$ cat config.mk
export PLATFORM = sky130hd
export DESIGN_NAME = muldiv_hilo_unit_flat
export DESIGN_NICKNAME = d
export VERILOG_FILES = /design/src/rtl/muldiv_hilo_unit_pkg.sv /design/src/rtl/muldiv_hilo_unit_if.sv /design/src/rtl/muldiv_iter_core.sv /design/src/rtl/muldiv_hilo_unit.sv /design/src/flat_wrapper.sv
export SDC_FILE = /design/constraint.sdc
export NUM_CORES = 1
export LEC_CHECK = 0
export CORE_ASPECT_RATIO = 0.75
export CORE_UTILIZATION = 35
export CTS_CLUSTER_DIAMETER = 150
export CTS_CLUSTER_SIZE = 30
export DETAILED_ROUTE_END_ITERATION = 12
export PLACE_DENSITY = 0.62
export RECOVER_POWER = 50
export SKIP_LAST_GASP = 1
export SLEW_MARGIN = 20
export SYNTH_ARGS = -nofsm -noshare
export SYNTH_HDL_FRONTEND = slang
export SYNTH_SLANG_ARGS = --single-unit
$ cat constraint.sdc
create_clock -name clk -period 3.1 [get_ports clk]
set_clock_uncertainty 0.1 [all_clocks]
set_input_delay 0.62 -clock clk [delete_from_list [all_inputs] [get_ports clk]]
set_output_delay 0.62 -clock clk [all_outputs]
set_load 0.02 [all_outputs]
$ cat src/rtl/muldiv_hilo_unit_pkg.sv
// rtl/muldiv_hilo_unit_pkg.sv - shared funct codes, state encoding and default widths for the HI/LO unit
package muldiv_hilo_unit_pkg;

  localparam int WIDTH_DEF = 32;
  localparam int CNT_W_DEF = 6;

  // MIPS function codes, shared with the ALU decode
  localparam logic [5:0] MULT  = 6'b011000;
  localparam logic [5:0] MULTU = 6'b011001;
  localparam logic [5:0] DIV   = 6'b011010;
  localparam logic [5:0] DIVU  = 6'b011011;
  localparam logic [5:0] MTHI  = 6'b010001;
  localparam logic [5:0] MTLO  = 6'b010011;

  typedef enum logic [2:0] {
    ST_IDLE,
    ST_MUL,
    ST_DIV,
    ST_FIX,
    ST_DONE
  } muldivState_t;

endpackage

$ cat src/rtl/muldiv_hilo_unit_if.sv
// rtl/muldiv_hilo_unit_if.sv - request/result bundle between the execute stage and the HI/LO unit
interface muldiv_hilo_unit_if
  import muldiv_hilo_unit_pkg::*;
#(
  parameter int WIDTH = WIDTH_DEF
);

  logic             start;
  logic [5:0]       funct;
  logic [WIDTH-1:0] a;
  logic [WIDTH-1:0] b;
  logic             busy;
  logic             done;
  logic             div_by_zero;
  logic [WIDTH-1:0] hi;
  logic [WIDTH-1:0] lo;

  modport master (
    output start, funct, a, b,
    input  busy, done, div_by_zero, hi, lo
  );

  modport slave (
    input  start, funct, a, b,
    output busy, done, div_by_zero, hi, lo
  );

endinterface

$ cat src/rtl/muldiv_iter_core.sv
// rtl/muldiv_iter_core.sv - shared shift-add / restoring-divide accumulator and iteration counter
module muldiv_iter_core
  import muldiv_hilo_unit_pkg::*;
#(
  parameter int WIDTH = WIDTH_DEF,
  parameter int CNT_W = CNT_W_DEF
) (
  input  logic               clk,
  input  logic               rst_n,
  input  logic               load,
  input  logic               step,
  input  logic               divMode,
  input  logic [WIDTH-1:0]   loadLo,
  input  logic [WIDTH-1:0]   loadOpnd,
  output logic               lastStep,
  output logic [2*WIDTH-1:0] product,
  output logic [WIDTH-1:0]   quotient,
  output logic [WIDTH-1:0]   remainder
);

  // accHi is the partial product high half in mul mode, the partial remainder in div mode;
  // accLo holds the multiplier (shifting out) or the dividend/quotient (shifting through)
  logic [WIDTH-1:0] accHi;
  logic [WIDTH-1:0] accLo;
  logic [WIDTH-1:0] opnd;
  logic [CNT_W-1:0] cnt;

  logic [WIDTH:0]   mulSum;
  logic [WIDTH:0]   divShift;
  logic             divGe;
  logic [WIDTH-1:0] divSub;

  // One iteration of each algorithm; divShift carries the guard bit of the shifted remainder
  always_comb begin
    mulSum   = {1'b0, accHi} + (accLo[0] ? {1'b0, opnd} : '0);
    divShift = {accHi, accLo[WIDTH-1]};
    divGe    = (divShift >= {1'b0, opnd});
    divSub   = divShift[WIDTH-1:0] - opnd;
  end

  // Accumulator and counter: load on accept, advance one bit per enabled step
  always_ff @(posedge clk or negedge rst_n) begin
    if (!rst_n) begin
      accHi <= '0;
      accLo <= '0;
      opnd  <= '0;
      cnt   <= '0;
    end else if (load) begin
      accHi <= '0;
      accLo <= loadLo;
      opnd  <= loadOpnd;
      cnt   <= '0;
    end else if (step) begin
      cnt <= cnt + 1'b1;
      if (divMode) begin
        accHi <= divGe ? divSub : divShift[WIDTH-1:0];
        accLo <= {accLo[WIDTH-2:0], divGe};
      end else begin
        accHi <= mulSum[WIDTH:1];
        accLo <= {mulSum[0], accLo[WIDTH-1:1]};
      end
    end
  end

  assign lastStep  = (cnt == CNT_W'(WIDTH - 1));
  assign product   = {accHi, accLo};
  assign quotient  = accLo;
  assign remainder = accHi;

endmodule

$ cat src/rtl/muldiv_hilo_unit.sv
// rtl/muldiv_hilo_unit.sv - iterative multiply/divide unit owning the architectural HI/LO registers
module muldiv_hilo_unit
  import muldiv_hilo_unit_pkg::*;
#(
  parameter int WIDTH = WIDTH_DEF,
  parameter int CNT_W = CNT_W_DEF
) (
  input logic                clk,
  input logic                rst_n,
  muldiv_hilo_unit_if.slave  bus
);

  muldivState_t     state;
  logic [WIDTH-1:0] hiReg;
  logic [WIDTH-1:0] loReg;
  logic             busyReg;
  logic             doneReg;
  logic             dbzReg;
  logic             negRes;
  logic             negRem;
  logic             opDiv;
  logic             divZero;
  logic [WIDTH-1:0] rawA;

  logic               isSigned;
  logic               isDivOp;
  logic               isIter;
  logic [WIDTH-1:0]   absA;
  logic [WIDTH-1:0]   absB;
  logic               coreLoad;
  logic               coreStep;
  logic               lastStep;
  logic [2*WIDTH-1:0] product;
  logic [WIDTH-1:0]   quotient;
  logic [WIDTH-1:0]   remainder;
  logic [2*WIDTH-1:0] prodFix;
  logic [WIDTH-1:0]   quotFix;
  logic [WIDTH-1:0]   remFix;

  // Request decode, operand magnitudes for the core, and sign correction of the raw result
  always_comb begin
    isSigned = (bus.funct == MULT) || (bus.funct == DIV);
    isDivOp  = (bus.funct == DIV) || (bus.funct == DIVU);
    isIter   = isSigned || isDivOp || (bus.funct == MULTU);
    absA     = (isSigned && bus.a[WIDTH-1]) ? -bus.a : bus.a;
    absB     = (isSigned && bus.b[WIDTH-1]) ? -bus.b : bus.b;
    coreLoad = (state == ST_IDLE) && bus.start && isIter;
    coreStep = (state == ST_MUL) || (state == ST_DIV);
    prodFix  = negRes ? -product : product;
    quotFix  = negRes ? -quotient : quotient;
    remFix   = negRem ? -remainder : remainder;
  end

  muldiv_iter_core #(
    .WIDTH (WIDTH),
    .CNT_W (CNT_W)
  ) u_core (
    .clk       (clk),
    .rst_n     (rst_n),
    .load      (coreLoad),
    .step      (coreStep),
    .divMode   (state == ST_DIV),
    .loadLo    (isDivOp ? absA : absB),
    .loadOpnd  (isDivOp ? absB : absA),
    .lastStep  (lastStep),
    .product   (product),
    .quotient  (quotient),
    .remainder (remainder)
  );

  // Control FSM; HI/LO move only on the FIX->DONE edge or on an MTHI/MTLO accept
  always_ff @(posedge clk or negedge rst_n) begin
    if (!rst_n) begin
      state   <= ST_IDLE;
      hiReg   <= '0;
      loReg   <= '0;
      busyReg <= 1'b0;
      doneReg <= 1'b0;
      dbzReg  <= 1'b0;
      negRes  <= 1'b0;
      negRem  <= 1'b0;
      opDiv   <= 1'b0;
      divZero <= 1'b0;
      rawA    <= '0;
    end else begin
      case (state)
        ST_IDLE: begin
          if (bus.start) begin
            case (bus.funct)
              MTHI: begin
                hiReg   <= bus.a;
                doneReg <= 1'b1;
                state   <= ST_DONE;
              end
              MTLO: begin
                loReg   <= bus.a;
                doneReg <= 1'b1;
                state   <= ST_DONE;
              end
              MULT, MULTU, DIV, DIVU: begin
                busyReg <= 1'b1;
                opDiv   <= isDivOp;
                negRes  <= isSigned && (bus.a[WIDTH-1] ^ bus.b[WIDTH-1]);
                negRem  <= isSigned && isDivOp && bus.a[WIDTH-1];
                divZero <= isDivOp && (bus.b == '0);
                rawA    <= bus.a;
                state   <= isDivOp ? ST_DIV : ST_MUL;
              end
              default: ;
            endcase
          end
        end
        ST_MUL, ST_DIV: begin
          if (lastStep) state <= ST_FIX;
        end
        ST_FIX: begin
          if (!opDiv) begin
            {hiReg, loReg} <= prodFix;
          end else if (divZero) begin
            hiReg  <= rawA;
            loReg  <= '1;
            dbzReg <= 1'b1;
          end else begin
            hiReg <= remFix;
            loReg <= quotFix;
          end
          busyReg <= 1'b0;
          doneReg <= 1'b1;
          state   <= ST_DONE;
        end
        ST_DONE: begin
          doneReg <= 1'b0;
          dbzReg  <= 1'b0;
          state   <= ST_IDLE;
        end
        default: state <= ST_IDLE;
      endcase
    end
  end

  assign bus.hi          = hiReg;
  assign bus.lo          = loReg;
  assign bus.busy        = busyReg;
  assign bus.done        = doneReg;
  assign bus.div_by_zero = dbzReg;

endmodule

$ cat src/flat_wrapper.sv
// flat-port wrapper written by rule: the top's interface ports become plain ports
module muldiv_hilo_unit_flat import muldiv_hilo_unit_pkg::*;
#(
  parameter int WIDTH = WIDTH_DEF,
  parameter int CNT_W = CNT_W_DEF
)
  (clk, rst_n, bus_start, bus_funct, bus_a, bus_b, bus_busy, bus_done, bus_div_by_zero, bus_hi, bus_lo);
  muldiv_hilo_unit_if #(.WIDTH(WIDTH)) bus_i ();
  input logic clk;
  input logic rst_n;
  input wire logic [$bits(bus_i.start)-1:0] bus_start;
  input wire logic [$bits(bus_i.funct)-1:0] bus_funct;
  input wire logic [$bits(bus_i.a)-1:0] bus_a;
  input wire logic [$bits(bus_i.b)-1:0] bus_b;
  output wire logic [$bits(bus_i.busy)-1:0] bus_busy;
  output wire logic [$bits(bus_i.done)-1:0] bus_done;
  output wire logic [$bits(bus_i.div_by_zero)-1:0] bus_div_by_zero;
  output wire logic [$bits(bus_i.hi)-1:0] bus_hi;
  output wire logic [$bits(bus_i.lo)-1:0] bus_lo;
  assign bus_i.start = bus_start;
  assign bus_i.funct = bus_funct;
  assign bus_i.a = bus_a;
  assign bus_i.b = bus_b;
  assign bus_busy = bus_i.busy;
  assign bus_done = bus_i.done;
  assign bus_div_by_zero = bus_i.div_by_zero;
  assign bus_hi = bus_i.hi;
  assign bus_lo = bus_i.lo;
  muldiv_hilo_unit #(.WIDTH(WIDTH), .CNT_W(CNT_W)) u_core (.clk(clk), .rst_n(rst_n), .bus(bus_i));
endmodule
# Word level (Yosys, flattened, before mapping)
# Cells that the tools add are included.
op_classes:
  add_sub_neg: 8
  muxes: 41
  n_reduce_logical: 29
  n_bitwise: 1
  n_eq_ne: 20
  magnitude_cmp: 1
op_table:
  columns: ["operator", "n"]
  rows:
  - ["$mux W32", 22]
  - ["$neg A32 Y32", 4]
  - ["$pmux W32 S2", 2]
  - ["$mux W64", 1]
  - ["$neg A64 Y64", 1]
  - ["$eq A6 B5 Y1 const B", 7]
  - ["$add A32 B33 Y33", 1]
  - ["$ge A33 B32 Y1", 1]
  - ["$logic_not A32 Y1", 1]
  - ["$sub A32 B32 Y32", 1]
  - ["$reduce_and A3 Y1", 7]
  - ["$mux W6", 2]
  - ["$ne A2 B2 Y1 const B", 6]
  - ["$pmux W3 S3", 1]
  - ["$logic_and A1 B1 Y1", 8]
  - ["$add A6 B1 Y6 const B", 1]
  - ["$eq A3 B2 Y1 const B", 2]
  - ["$mux W1", 6]
  - ["$mux W3", 2]
  - ["$pmux W3 S2", 1]
  - ["$reduce_bool A2 Y1", 3]
  - ["$logic_or A1 B1 Y1", 5]
  - ["$ne A2 B1 Y1 const B", 2]
  - ["$pmux W1 S2", 2]
  - ["10 further kinds", 11]
word_totals:
  reg_bits: 208
  output_inout_bits: 67

# Depth between registers and ports, before layout
logic_depth:
  depth_word: 6
  mapped_depth: 14

# Hierarchy
# Synthesis repeated with hierarchy kept, for this count alone.
unflattened:
  hier_cells: 2486
  area_unflattened_um2: 19438.6
by_module_without_submodules:
  columns: ["mod", "area_each_um2", "n_inst", "cells_per_inst"]
  rows:
  - ["muldiv_hilo_unit", 10368.7, 1, 1344]
  - ["muldiv_iter_core", 9069.9, 1, 1142]

# Worst setup path before layout
# No wires, ideal clock.
synth_timing:
  kind: "reg2reg"
  startpoint: "reg u_core.u_core.accHi[10], in the netlist u_core.u_core.remainder[10]"
  endpoint: "reg u_core.u_core.accHi[6], in the netlist u_core.u_core.remainder[6]"
  t_arrival_ns: 3.157
  period_less_slack_ns: 3.387
  setup_slack_ns: -0.287
  stages_incl_launch_ff: 13
  cell_sequence: "dfrtp_1 ha_1 clkbuf_1 nand4_1 or3_1 a31o_2 a311oi_1 o21ai_0 a41o_1 clkbuf_1 buf_1 a211oi_1 o21ai_0"
synth_between:
  elab_chain_len: 5
synth_rtl:
  columns: ["item", "line", "source"]
  rows:
  - ["start: declaration", "muldiv_iter_core.sv:23", "logic [WIDTH-1:0] accHi;"]
  - ["start signal: assignment", "muldiv_iter_core.sv:56", "accHi <= divGe ? divSub : divShift[WIDTH-1:0];"]
  - ["start signal: assignment", "muldiv_iter_core.sv:59", "accHi <= mulSum[WIDTH:1];"]
  - ["$ge A33 B32 Y1", "muldiv_iter_core.sv:37", "divGe = (divShift >= {1'b0, opnd});"]
  - ["$mux W32", "muldiv_iter_core.sv:56", null]
  - ["$mux W32", "muldiv_iter_core.sv:55", "if (divMode) begin"]
  - ["$mux W32", "muldiv_iter_core.sv:53", "end else if (step) begin"]
  - ["$mux W32", "muldiv_iter_core.sv:48", "end else if (load) begin"]
# No other way between the ends. The select of a mux whose other input is x is not followed.
# A chain may end at the register's enable or synchronous reset.

# Final worst setup path
layout_timing:
  startpoint: "reg u_core.u_core.accLo[19], in the netlist u_core.u_core.quotient[19]"
  endpoint: "reg u_core.hiReg[26], in the netlist u_core.bus.hi[26]"
layout_between:
  elab_chain_len: 4
layout_rtl:
  columns: ["item", "line", "source"]
  rows:
  - ["start: declaration", "muldiv_iter_core.sv:24", "logic [WIDTH-1:0] accLo;"]
  - ["start signal: assignment", "muldiv_iter_core.sv:50", "accLo <= loadLo;"]
  - ["start signal: assignment", "muldiv_iter_core.sv:57", "accLo <= {accLo[WIDTH-2:0], divGe};"]
  - ["start signal: assignment", "muldiv_iter_core.sv:60", "accLo <= {mulSum[0], accLo[WIDTH-1:1]};"]
  - ["$neg A64 Y64", "muldiv_hilo_unit.sv:49", "prodFix = negRes ? -product : product;"]
  - ["$mux W64", "muldiv_hilo_unit.sv:49", null]
  - ["$mux W32", "muldiv_hilo_unit.sv:117", "if (!opDiv) begin"]
  - ["$pmux W32 S2", "muldiv_hilo_unit.sv:86", "case (state)"]
  - ["end signal: assignment", "muldiv_hilo_unit.sv:91", "hiReg <= bus.a;"]
  - ["end signal: assignment", "muldiv_hilo_unit.sv:118", "{hiReg, loReg} <= prodFix;"]
  - ["end signal: assignment", "muldiv_hilo_unit.sv:120", "hiReg <= rawA;"]
  - ["end: declaration", "muldiv_hilo_unit.sv:14", "logic [WIDTH-1:0] hiReg;"]
# No other way between the ends.

==> results_dict.tcl <==
set metrics [dict create \
    fin_crit_sh 1.09 \
    htree_levels 1 \
    reg2reg_from "u_core.u_core.quotient[19]" \
    syn_nets 2451 \
    cp_data_arrival_time_ns 3.70 \
    slew_headroom -0.0926 \
    fin_cells 3423 \
    die_h_um 195 \
    fmax_mhz 297 \
    path_cells "or4_4 > or4_4 > or2_4 > or3_4 > or4b_4 > o2bb2ai_4 > a21oi_4 > o21ai_1 > a21oi_1" \
    fp.coreArea_mm2 0.0488 \
    min_path_cells 2 \
    place_congestion 1.01 \
    path_clk_slew_ns 0.12 \
    synthFlopType "dfrtp_1" \
    dp.cells 3345 \
    grt_pass1_wl_um 118000 \
    wl_um 80600 \
    worstSetupPathType "reg2reg" \
    die_area_mm2 0.0503 \
    num_rows 70 \
    reg2reg_slack_ns -0.27 \
    grt_max_degree 70 \
    drv_slew 55 \
    syn_avg_cell_area_um2 7.50 \
    outcome "finished, violations left" \
    post-route-drc-count 0 \
    ys_seq_area_frac 0.301 \
    final_nets 2917 \
    wire_per_inst_um 23.5 \
    cts_root_buf "clkbuf_16" \
    fp.dieW_um 259 \
    hold_viol 0 \
    whs_endpoint "u_core.rawA[3]" \
    clock-sinks 208 \
    setup_viol 49 \
    reg2reg_to "u_core.bus.hi[26]" \
    p_leak_uw 0.0107 \
    fin_util 0.506 \
    critical_path.max_fanout 5 \
    synth-async-reset-ratio 1.00 \
    cpMostUsedCell "or4_4" \
    grt_usage 0.305 \
    syn_to_final_growth_pct 42.7 \
    yosysUniqueCellTypes 77 \
    synth_top_area_share 0.301 \
    worstPathRequired_ns 3.43 \
    overflow 0 \
    antenna_found_initial 1 \
    violations "max-capacitance violations, max-slew violations, negative setup slack" \
    end_kind "flip-flop" \
    vias 20400 \
    slowest_delay_ns 0.55 \
    power-per-cell-area_mw_per_mm2 1210 \
    routed_via_density 5.95 \
    cts_tree "done" \
    portBuffers 139 \
    drive_gt1_frac 0.276 \
    hp-class "reg2reg" \
    worst_setup_path_start_kind "flip-flop" \
    drtIter0Drc 2515 \
    ant_nets 0 \
    dr.pass1.iters 6 \
    synth_cells 2307 \
    cts_buffer_depth 3 \
    synth.area.top_cells "dfrtp_1 (30%), nand2_1 (8.2%), o21ai_0 (6.8%), a21oi_1 (6.1%), xnor2_1 (5.3%)" \
    hp-start "u_core.rawA[3]" \
    synth-seq-cells 208 \
    grt_pass1_vias 18700 \
    place_hpwl_um 61100 \
    worst_pin_slew_ns 1.64 \
    finalCriticalPeriod_ns 3.37 \
    cap_violations 1 \
    rsz0062_at_grt "yes" \
    cpMaxStageDelayCell "or4_4" \
    yosysTopAreaCell "dfrtp_1" \
    synth-edff-count 0 \
    initial_core_util 0.355 \
    cts_buffers 10 \
    synth_area_mm2 0.0173 \
    vdd_ir_drop_max_mv 0.928 \
    ff2ff_path_depth 9 \
    worstSkewPairLatency_ns 0.52 \
    yosys_warnings 0 \
    worst_slack_ns -0.266 \
    ios 140 \
]
-- logic make-up (layout without fill, tap and decap cells) --
logic type / count (synthesis) / count (layout) / share of synthesized area
xor+xnor: 158 / 158 / 0.0800
fa+ha+maj: 71 / 71 / 0.0522
simple gates: 801 / 801 / 0.209
buf+inv: 244 / 711 / 0.0542
compound gates: 775 / 775 / 0.274
other cells: 0 / 1 / 0
flops: 208 / 208 / 0.301
mux: 50 / 50 / 0.0296
-- worst max path at each step --
stage / from / endpoint / slack (ns) / depth (start not counted)
2_1_floorplan: u_core.u_core.quotient[19] / u_core.bus.hi[26] / -0.13 / 11
3_3_place_gp: bus_a[4] / u_core.u_core.quotient[23] / -0.66 / 9
3_5_place_dp: bus_a[3] / u_core.u_core.opnd[23] / -0.72 / 9
4_1_cts: u_core.u_core.quotient[19] / u_core.bus.hi[26] / -0.26 / 9
5_1_grt: u_core.u_core.quotient[19] / u_core.bus.hi[26] / -0.31 / 9
6_report: u_core.u_core.quotient[19] / u_core.bus.hi[26] / -0.27 / 9
-- through the flow --
stage	instance area (um2)	worst slack (ns)	setup TNS (ns)	power [uW]	hold slack [ns]
finish	24700	-0.266	-5.42	29800	0.388
floorplan	17400	-0.130	-0.337	15600	0.224
detailed placement	22300	-0.715	-32.46	23700	0.358
global route	24700	-0.312	-20.18	31500	0.408
global placement	22300	-0.663	-29.47	23400	0.354
CTS	23700	-0.259	-2.65	27000	0.387
-- report_power, final --
part / internal [uW] / switching, uW
sequential: 4050 / 1110
combinational: 10100 / 12900
clock: 675 / 981
total: 14800 / 15000
-- cells in the final DEF, fill, tap and decap left out, drive strengths merged, types with 20 or more instances in the layout --
cell type,synthesis,layout
ha,69,69
buf,15,484
o31ai,23,23
dfrtp,208,208
nand3,40,40
a211oi,25,25
a31oi,23,23
o22ai,45,45
nor3,34,34
o211ai,60,60
xor2,54,54
nor2,186,186
nor4,20,20
nand4,23,23
nand2,376,376
inv,69,69
o21ai,237,237
mux2i,41,41
a21oi,211,211
xnor2,104,104
or3,21,21
clkdlybuf4s50,0,129
a21o,33,33
-- critical path, delay by kind of cell, from the launching register on --
| family | cells | cell delay [ns] |
|---|---|---|
| compound gates | 4 | 0.58 |
| simple gates | 5 | 2.23 |
| flops | 1 | 0.40 |
-- what timing repair did --
| action | 4_1_cts | 5_1_grt |
|---|---|---|
| pin swaps | 88 | 122 |
| setup endpoints to repair | 80 | 80 |
| endpoints found under the hold margin | 48 | 0 |
| buffers inserted | 32 | 36 |
| resized for setup | 198 | 176 |
| hold buffers | 1 | 0 |
| cloned | 2 | 3 |
-- metal layers --
| layer | wire, um | part of all wire | up-vias | track usage |
|---|---|---|---|---|
| met4 | 1760 | 0.022 | 0 | 0.0563 |
| met5 | 0 | 0 | - | 0 |
| met2 | 32700 | 0.41 | 1173 | 0.423 |
| met1 | 36100 | 0.45 | 9867 | 0.469 |
| li1 | - | - | 9205 | - |
| met3 | 10000 | 0.12 | 108 | 0.0782 |
-- final cells by class --
class / count / area, um2
Antenna cell: 1 / 2.50
Clock buffer: 13 / 293
Fill cell: 4581 / 24100
Inverter: 70 / 267
Multi-Input combinational cell: 1855 / 12700
Sequential cell: 208 / 5210
Tap cell: 648 / 811
Timing Repair Buffer: 628 / 5440
-- synthesized netlist by cell type, drive strengths merged, types with 8 or more instances --
| master | instances |
|---|---|
| buf | 15 |
| nor3 | 34 |
| o41ai | 16 |
| mux2i | 41 |
| nand2 | 376 |
| o21a | 13 |
| nand3 | 40 |
| o21ai | 237 |
| o211ai | 60 |
| a211oi | 25 |
| o221ai | 18 |
| clkbuf | 159 |
| a21o | 33 |
| nand4 | 23 |
| a21oi | 211 |
| nor2 | 186 |
| a31oi | 23 |
| xnor2 | 104 |
| o22ai | 45 |
| or4 | 13 |
| ha | 69 |
| xor2 | 54 |
| or2 | 12 |
| nor4 | 20 |
| or3 | 21 |
| o31ai | 23 |
| a22oi | 8 |
| nand2b | 18 |
| nor2b | 10 |
| inv | 69 |
| mux2 | 9 |
| dfrtp | 208 |
| and3 | 16 |
-- state kept, by name, summed over array words and instances (netlist names), 3 cells and up --
register and flops:
u_core.u_core.remainder 32, u_core.bus.hi 32, u_core.bus.lo 32, u_core.state 3, u_core.rawA 32, u_core.u_core.cnt 6
u_core.u_core.quotient 32, u_core.u_core.opnd 32
(Power assumes the default switching activity.)
